--- config.mk ---
export PLATFORM = sky130hd
export DESIGN_NAME = fifo_push_arb
export DESIGN_NICKNAME = d
export VERILOG_FILES = /design/src/rtl/fifo_arb_pkg.sv /design/src/rtl/rr_arbiter.sv /design/src/rtl/fifo_push_arb.sv
export SDC_FILE = /design/constraint.sdc
export NUM_CORES = 1
export LEC_CHECK = 0
export CORE_AREA = 2 2 90 92
export CTS_BUF_LIST = sky130_fd_sc_hd__clkbuf_2 sky130_fd_sc_hd__clkbuf_4 sky130_fd_sc_hd__clkbuf_8
export CTS_CLUSTER_SIZE = 14
export DETAILED_ROUTE_END_ITERATION = 10
export DIE_AREA = 0 0 92 94
export GPL_TIMING_DRIVEN = 0
export HOLD_SLACK_MARGIN = 0.12
export PLACE_DENSITY = 0.78
export SLEW_MARGIN = 20
export SYNTH_ARGS = -nofsm -noshare
export SYNTH_HDL_FRONTEND = slang
export SYNTH_SLANG_ARGS = --single-unit
--- constraint.sdc ---
create_clock -name clk -period 1.97 [get_ports clk]
set_input_delay 0.394 -clock clk [delete_from_list [all_inputs] [get_ports clk]]
set_output_delay 0.394 -clock clk [all_outputs]
set_load 0.02 [all_outputs]
--- src/rtl/fifo_arb_pkg.sv ---
// Shared types and helpers for the fifo push arbiter and its round-robin picker.
package fifo_arb_pkg;

  localparam int STAT_W = 16;

  typedef logic [STAT_W-1:0] stat_t;

  // Index width for n items; a single item still needs one bit.
  function automatic int idx_w(input int n);
    int w;
    w = $clog2(n);
    return (w < 1) ? 1 : w;
  endfunction

endpackage

--- src/rtl/rr_arbiter.sv ---
// Rotating-priority picker: scans from the slot after the last winner and
// remembers the winner as the new rotation point.
module rr_arbiter
  import fifo_arb_pkg::*;
#(
  parameter int NREQ = 4
) (
  input  logic                    clk,
  input  logic                    rst,
  input  logic [NREQ-1:0]         valid,
  input  logic                    enable,
  output logic [NREQ-1:0]         gnt,
  output logic [idx_w(NREQ)-1:0]  idx
);

  localparam int IW = idx_w(NREQ);

  logic [IW-1:0] rr_ptr;
  logic [IW-1:0] pick;
  logic [IW-1:0] scan;
  logic          found;
  int            j;

  always_comb begin
    pick  = '0;
    scan  = '0;
    found = 1'b0;
    j     = 0;
    for (int k = 1; k <= NREQ; k++) begin
      j = int'(rr_ptr) + k;
      if (j >= NREQ) j = j - NREQ;
      scan = IW'(j);
      if (!found && valid[scan]) begin
        found = 1'b1;
        pick  = scan;
      end
    end
  end

  always_comb begin
    gnt = '0;
    if (enable && found && !rst) gnt[pick] = 1'b1;
  end

  assign idx = pick;

  always_ff @(posedge clk or posedge rst) begin
    if (rst) rr_ptr <= IW'(NREQ - 1);
    else if (enable && |valid) rr_ptr <= pick;
  end

endmodule

--- src/rtl/fifo_push_arb.sv ---
// Round-robin sharing of one fifo write port with a single holding output stage.
// Optional per-producer drain and stall counters under FIFO_PUSH_ARB_STATS_EN.
module fifo_push_arb
  import fifo_arb_pkg::*;
#(
  parameter int NREQ = 4,
  parameter int BUSW = 32
) (
  input  logic                      clk,
  input  logic                      rst,
  input  logic [NREQ-1:0]           req_valid,
  input  logic [BUSW-1:0]           req_data [NREQ],
  output logic [NREQ-1:0]           req_ready,
  input  logic                      fifo_full,
  output logic                      fifo_push,
  output logic [BUSW-1:0]           fifo_datain,
  output logic [$clog2(NREQ)-1:0]   gnt_id
`ifdef FIFO_PUSH_ARB_STATS_EN
  ,
  output stat_t                     acc_cnt [NREQ],
  output stat_t                     stall_cnt
`endif
);

  logic                    drain;
  logic                    load_ok;
  logic                    grant;
  logic [$clog2(NREQ)-1:0] arb_idx;

  // The stage may refill in the same cycle its word leaves, sustaining one word per clock.
  assign drain   = fifo_push && !fifo_full;
  assign load_ok = !fifo_push || !fifo_full;
  assign grant   = |req_ready;

  rr_arbiter #(.NREQ(NREQ)) u_arb (
    .clk    (clk),
    .rst    (rst),
    .valid  (req_valid),
    .enable (load_ok),
    .gnt    (req_ready),
    .idx    (arb_idx)
  );

  // Output stage: EMPTY when fifo_push is low, HOLD when high
  always_ff @(posedge clk or posedge rst) begin
    if (rst) begin
      fifo_push   <= 1'b0;
      fifo_datain <= '0;
      gnt_id      <= '0;
    end else if (grant) begin
      fifo_push   <= 1'b1;
      fifo_datain <= req_data[arb_idx];
      gnt_id      <= arb_idx;
    end else if (drain) begin
      fifo_push   <= 1'b0;
    end
  end

`ifdef FIFO_PUSH_ARB_STATS_EN
  function automatic stat_t sat_inc(input stat_t v);
    return (v == '1) ? v : v + 1'b1;
  endfunction

  // Drained words are credited to the producer whose word sat in the stage
  always_ff @(posedge clk or posedge rst) begin
    if (rst) begin
      for (int i = 0; i < NREQ; i++) acc_cnt[i] <= '0;
      stall_cnt <= '0;
    end else begin
      if (drain) acc_cnt[gnt_id] <= sat_inc(acc_cnt[gnt_id]);
      if (fifo_push && fifo_full) stall_cnt <= sat_inc(stall_cnt);
    end
  end
`endif

endmodule

==> flow_summary.ini, run 1 <==
[outcome]
status = finished, violations left
failed_checks = setup timing

[critical_path]
worst_path_max_stage_delay_ns = 0.56
timing.critical_path.slowest_stage_cell = dfstp_2
r2r-start = u_arb.rr_ptr[1]
crit_chain = buf_6 > o21ai_2 > a32o_2 > buf_8 > and2_4 > buf_6
timing.critical_path.from = u_arb.rr_ptr[1]
endpoint_kind = primary output
worst_ep_required_time_ns = 1.58
category_of_the_critical_setup_timing_path = reg2out
critical_path.startpoint_type = register
critical_path_arrival_ns = 1.71
worstPathMaxFanout = 4
cp_num_buf_inv = 3
worst_path_most_repeated_cell = buf_6
timing.critical_path.max_delay_family = flip-flops

[power]
power.density_cell_area_nw_per_um2 = 990
internal_power_summed_over_all_cells_mw = 2.79
vdd_drop_max_v = 0.000603
p_sw_mw = 1.91
combinationalPowerShare = 0.607
power_switching_share = 0.407
leak_nw = 1.87
pwr-share-clk = 0.131
seq_power_share = 0.262

[die]
floorplan.core_area_um2 = 7610
row_count = 32
die_height_um = 94
ios = 174
total_die_area_um2 = 8650
floorplan.initialDensity = 0.323
dieWidth_um = 92

[cts]
clock_latency_on_the_worst_skew_pair_ns = 0.29
cts_made_buffers = 5
max-clock-path-buffers = 2
cts.reportedPaths.clkPinSlew_ns = 0.08
h_tree_lvl_count = 2
cts_tree = done
clock-root-buffer = clkbuf_8
clock_sinks = 37
cts.hold.buffers_added = 0

[synthesis]
synth_top_area_cell = dfrtp_1
ys_types = 36
synthesis.instances = 266
ys_seq_elements = 37
yosys.area.top_type_share = 0.356
syn-mean-instance-area_um2 = 9.25
post_synth_instance_area_um2 = 2460
most_frequent_cells_after_synthesis = 36 x nor2_1, 35 x dfrtp_1, 35 x o21ai_0, 34 x nand2_1, 32 x a31oi_1
ys_dominant_reg_cell = dfrtp_1
post_syn_nets = 401
synth_edf_count = 0
seq_area_frac_synth = 0.377
ys_top_cells_by_area = dfrtp_1 36%, a221oi_2 18%, a31oi_1 8.1%
async_reset_ff_frac = 1.00
synth-warning-count = 0
most_numerous_cell_in_the_yosys_netlist = nor2_1

[drt]
vias = 3088
routed_wl_mm = 10.6
wl_per_cell_um = 18.6
average_vias_per_placed_instance = 5.40
initialDrtViolationCount = 118
drt-pass1-iter-count = 4
antenna_violating_nets_post_route = 0
remaining_drc_errors = 0

[grt]
grt_pass1_wl_mm = 16.4
antenna_found_initial = 0
aggregate_global_route_resource_usage = 0.243
largest_net_degree_at_the_start_of_global_routing = 20
first_global_vias = 3277
gr-total-overflow = 0

[min_path]
timing.hold.worst.class = in2async

[placement]
buffer_ports.inserted = 172
dp.final_hpwl_mm = 7.35
gpl_congestion = 0.801
postPlaceCellArea_um2 = 4340

[sta]
hold_ws_ns = 0.342
postLayoutSetupSlackWorst_ns = -0.135
finalSetupViolCount = 4
max_slew.worst_pin.slew_ns = 0.483
finalClockSkew_ns = 0.00663
maxClockFrequency_mhz = 475
slew_viol_final = 0
finalCriticalPeriod_ns = 2.10
fin_setup_tns_ns = -0.289
layout_worst_path_cycle_share = 1.07
slew_headroom = 0.678
hold_violations = 0
setup_repair_after_global_routing_missed_its_margin = true

[finish]
num_antenna_cells = 0
area_growth_syn_to_layout_pct = 93.0
drive_gt1_frac = 0.238
layout.nets = 604
stdcell_area_um2 = 4750
post-route-util = 0.624
number_of_filler_cells_placed_in_the_layout = 651

[job]
maxCapViolCount = 0
==> per-stage QoR <==
| stage | total power, mW | setup WS, ns | instances |
|---|---|---|---|
| floorplan | 2.59 | -0.0218 | 266 |
| detailed placement | 3.77 | -1.41 | 541 |
| finish | 4.70 | -0.135 | 572 |
| CTS | 4.67 | -0.154 | 572 |
| global route | 4.97 | -0.165 | 572 |
| global placement | 3.70 | -1.38 | 540 |
==> per-layer routing <==
metal	track usage	part of all wire	up-vias
met5	0	0	-
met1	0.280	0.39	1495
met3	0.0754	0.087	12
met4	0.0647	0.013	0
met2	0.436	0.51	159
li1	-	-	1422
==> kinds of logic after synthesis <==
logic type      synth area share
compound gates             0.395
simple gates               0.140
flops                      0.377
buf+inv                   0.0687
mux                       0.0183
==> worst reg2reg max path: stages, from the launching register on <==
cell and delay (ns):
dfstp_2 0.39, buf_6 0.12, and3b_1 0.17, a311o_2 0.36
buf_4 0.18, buf_6 0.16, a221oi_2 0.30, a31oi_1 0.12
==> final cells by class <==
type,instances,area (µm²),area share
Clock inverter,1,5.00,0.00105
Buffer,23,204,0.0430
Clock buffer,7,96.3,0.0203
Sequential cell,37,928,0.196
Multi-Input combinational cell,201,1430,0.302
Timing Repair Buffer,198,1940,0.408
Inverter,3,13.8,0.00290
Tap cell,102,128,0.0269
==> state kept, by name (all words and copies together), names as in the netlist <==
| signal | count |
|---|---|
| u_arb.rr_ptr | 2 |
| fifo_push | 1 |
| gnt_id | 2 |
| fifo_datain | 32 |
==> path summary, 6_finish.rpt <==
kind | endpoint | slack [ns] | cells after the start
min reg2reg | gnt_id[1] | 0.52 | 1
min | fifo_push | 0.34 | 2
min in group clk | gnt_id[1] | 0.52 | 1
max | req_ready[1] | -0.13 | 6
max in group asynchronous | fifo_datain[13] | 1.16 | 3
max reg2reg | fifo_datain[16] | 0.05 | 7
==> cell usage in the layout, fill, tap and decap left out, types with 2 or more instances in the layout <==
master,instances
nor2_1,34
nand2_1,34
buf_6,14
a221oi_2,28
a221oi_1,4
clkbuf_8,9
and2_4,3
mux2_2,4
buf_2,4
clkdlybuf4s50_1,163
clkbuf_1,2
dfstp_2,2
buf_4,26
a31oi_1,32
clkbuf_2,4
dlygate4sd2_1,2
o21ai_0,34
buf_8,2
dfrtp_1,35
a21o_1,2
nand2b_1,3
==> power groups by stage <==
stage,Combinational [mW],Clock [mW],Sequential [mW]
global placement,2.47,0,1.24
global route,3.03,0.663,1.27
finish,2.85,0.618,1.23
CTS,2.81,0.627,1.23
floorplan,1.03,0,1.56
detailed placement,2.51,0,1.25
==> repair_timing <==
item,in CTS,in global routing
endpoints found under the setup margin,36,16
gates resized for setup,69,13
pin swaps,8,7
buffers inserted,23,2
(Power assumes the default switching activity.)
==> inputs of run 2 (changes only) <==
Settings changed: CELL_PAD_IN_SITES_DETAIL_PLACEMENT set to 1, CELL_PAD_IN_SITES_GLOBAL_PLACEMENT set to 2, CORE_AREA 2 2 90 92 to 2 2 116 118, DIE_AREA 0 0 92 94 to 0 0 118 120, PLACE_DENSITY 0.78 to unset, PLACE_DENSITY_LB_ADDON set to 0.1, SYNTH_HIERARCHICAL set to 1.
==> run 2 against run 1 <==
The run still ends with setup timing left. Largest cell class unchanged. Cell count is 8.9% lower. Non-clock buffer count is 19 lower. Final area is 0.63% higher. Clock power is 9.4% lower. Sequential cell count stayed put. Clock skew is 0.0037 ns higher.
==> flow_summary.ini, run 2 <==
[sta]
setup_repair_after_global_routing_missed_its_margin = true
finalCriticalPeriod_ns = 2.38
maxClockFrequency_mhz = 421
max_slew.worst_pin.slew_ns = 0.408
slew_headroom = 0.725
slew_viol_final = 0
finalClockSkew_ns = 0.0103
layout_worst_path_cycle_share = 1.21
finalSetupViolCount = 39
hold_ws_ns = 0.409
hold_violations = 0
postLayoutSetupSlackWorst_ns = -0.408

[placement]
buffer_ports.inserted = 173
dp.final_hpwl_mm = 7.32
gpl_congestion = 0.723
place_worst_setup_slack_ns = -1.39

[critical_path]
timing.critical_path.max_delay_family = buffers and inverters
worst_ep_required_time_ns = 1.58
endpoint_kind = primary output
worstPathMaxFanout = 6
worst_path_max_stage_delay_ns = 0.53
r2r-start = u_arb/rr_ptr[1]
crit_chain = buf_6 > and3b_4 > o31ai_4 > buf_4 > a211oi_2 > clkdlybuf4s15_2
timing.critical_path.from = u_arb/rr_ptr[1]
timing.critical_path.slowest_stage_cell = dfstp_2
critical_path.startpoint_type = register
category_of_the_critical_setup_timing_path = reg2out
critical_path_arrival_ns = 1.98
cp_num_buf_inv = 3

[grt]
first_global_vias = 2435
largest_net_degree_at_the_start_of_global_routing = 25
grt_pass1_wl_mm = 14.2
gr-total-overflow = 0
aggregate_global_route_resource_usage = 0.131
antenna_found_initial = 0

[cts]
cts_made_buffers = 5
clock_latency_on_the_worst_skew_pair_ns = 0.30
clock_sinks = 37
cts.reportedPaths.clkPinSlew_ns = 0.08
max-clock-path-buffers = 2
clock-root-buffer = clkbuf_8
h_tree_lvl_count = 2
cts_tree = done

[drt]
wl_per_cell_um = 17.6
initialDrtViolationCount = 29
average_vias_per_placed_instance = 4.24
antenna_violating_nets_post_route = 0
routed_wl_mm = 9.18
drt-pass1-iter-count = 3
vias = 2210
remaining_drc_errors = 0

[finish]
largest_register_ff_count = 32
post-route-util = 0.368
biggest_register = fifo_datain
most-common-layout-cells = 165 x clkdlybuf4s50_1, 35 x dfrtp_1, 32 x mux4_2, 28 x mux2_2, 10 x buf_4
layout.nets = 479
area_growth_syn_to_layout_pct = 98.3
layout_commonest_cell = clkdlybuf4s50_1
drive_gt1_frac = 0.377
num_antenna_cells = 0
top_regs = fifo_datain (32), gnt_id (2), u_arb/rr_ptr (2)

[power]
seq_power_share = 0.216
internal_power_summed_over_all_cells_mw = 4.09
vdd_drop_max_v = 0.000360
power.density_cell_area_nw_per_um2 = 1340
combinationalPowerShare = 0.696
leak_nw = 1.85
p_sw_mw = 2.30
power_switching_share = 0.361
pwr-share-clk = 0.088
total_power_mw = 6.39

[synthesis]
ys_dominant_reg_cell = dfrtp_1
synthesis.instances = 147
syn-mean-instance-area_um2 = 16.4
post_synth_instance_area_um2 = 2410
most_frequent_cells_after_synthesis = 35 x dfrtp_1, 33 x mux2_2, 32 x mux4_2, 8 x buf_6, 5 x nand2_1
async_reset_ff_frac = 1.00
yosys.area.top_type_share = 0.364
seq_area_frac_synth = 0.385
ys_types = 33
ys_top_cells_by_area = dfrtp_1 36%, mux4_2 30%, mux2_2 15%
synth_edf_count = 0
synth_top_area_cell = dfrtp_1
post_syn_nets = 282
most_numerous_cell_in_the_yosys_netlist = dfrtp_1
synth-warning-count = 6
ys_seq_elements = 37

[die]
ios = 174
row_count = 42
dieWidth_um = 118
total_die_area_um2 = 14200
floorplan.core_area_um2 = 13000
die_height_um = 120
floorplan.initialDensity = 0.186

[outcome]
status = finished, violations left
failed_checks = setup timing

[min_path]
timing.hold.worst.class = in2async

[job]
maxCapViolCount = 0
## run 2: cell types whose count changed in the layout (fill, tap and decap cells not counted), sizes merged, moves of 30 or more
| cell | previous run | this run |
|---|---|---|
| nor2 | 36 | 0 |
| o21ai | 35 | 1 |
| a31oi | 32 | 1 |
| mux4 | 0 | 32 |
| mux2 | 4 | 34 |
| a221oi | 33 | 0 |
## run 2: worst paths after layout
| check | endpoint | slack (ns) | cells after the start |
|---|---|---|---|
| setup / recovery | req_ready[3] | -0.41 | 6 |
| min in group clk | fifo_datain[12] | 0.51 | 1 |
| setup reg to reg | fifo_datain[15] | -0.41 | 9 |
| hold / removal | fifo_datain[29] | 0.41 | 2 |
| hold reg to reg | fifo_datain[12] | 0.51 | 1 |
| max in group asynchronous | fifo_datain[3] | 1.11 | 3 |
## run 2: cell type report
type | count | area [µm²]
buffer | 12 | 169
clock buffer | 6 | 76.3
clock inverter | 2 | 10.0
fill | 1400 | 8200
inverter | 4 | 15.0
multi-input combinational | 94 | 1450
sequential | 37 | 928
tap | 176 | 220
timing repair buffer | 190 | 1910
## run 2: routing by layer
layer / vias to the layer above / GRT usage / routed length [µm]
li1: 981 / - / -
met1: 1110 / 0.153 / 3570
met2: 113 / 0.225 / 4620
met3: 6 / 0.0532 / 889
met4: 0 / 0.0339 / 100
met5: - / 0 / 0
## run 2: power by group through the flow
stage | combinational, mW | sequential [mW] | clock, mW
floorplan | 1.94 | 1.84 | 0
global placement | 3.91 | 1.38 | 0
detailed placement | 3.95 | 1.40 | 0
CTS | 4.39 | 1.39 | 0.599
global route | 4.75 | 1.44 | 0.620
finish | 4.45 | 1.38 | 0.560
## run 2: cells by family (layout without fill, tap and decap cells)
group,count (synthesis),in the layout,share of synthesized area
and+or+nand+nor,15,15,0.0504
muxes,67,67,0.462
DFF,37,37,0.385
AOI/OAI and AO/OA,12,12,0.0514
buffers and inverters,16,214,0.0504
## run 2: metrics by stage
stage          instance area (µm²)  std cells  setup TNS, ns
2_1_floorplan                 2430        147         -15.76
3_3_place_gp                  4380        496         -60.14
3_5_place_dp                  4400        497         -50.98
4_1_cts                       4690        516         -15.44
5_1_grt                       4780        521         -17.86
6_report                      4780        521         -14.22
## run 2: worst reg2reg max path: stages (launching register included)
cell and delay (ns):
dfstp_2 0.53, buf_6 0.12, mux2i_4 0.22, a2bb2oi_2 0.18, buf_6 0.15, nand2_2 0.06
buf_8 0.15, buf_12 0.15, mux4_2 0.44, mux2_2 0.27
## run 2: timing repair
action | in CTS | in global routing
pin swaps | 6 | 2
gates resized for setup | 56 | 8
setup endpoints to repair | 39 | 39
hold buffers | 0 | 0
cloned | 0 | 1
buffers inserted | 11 | 4
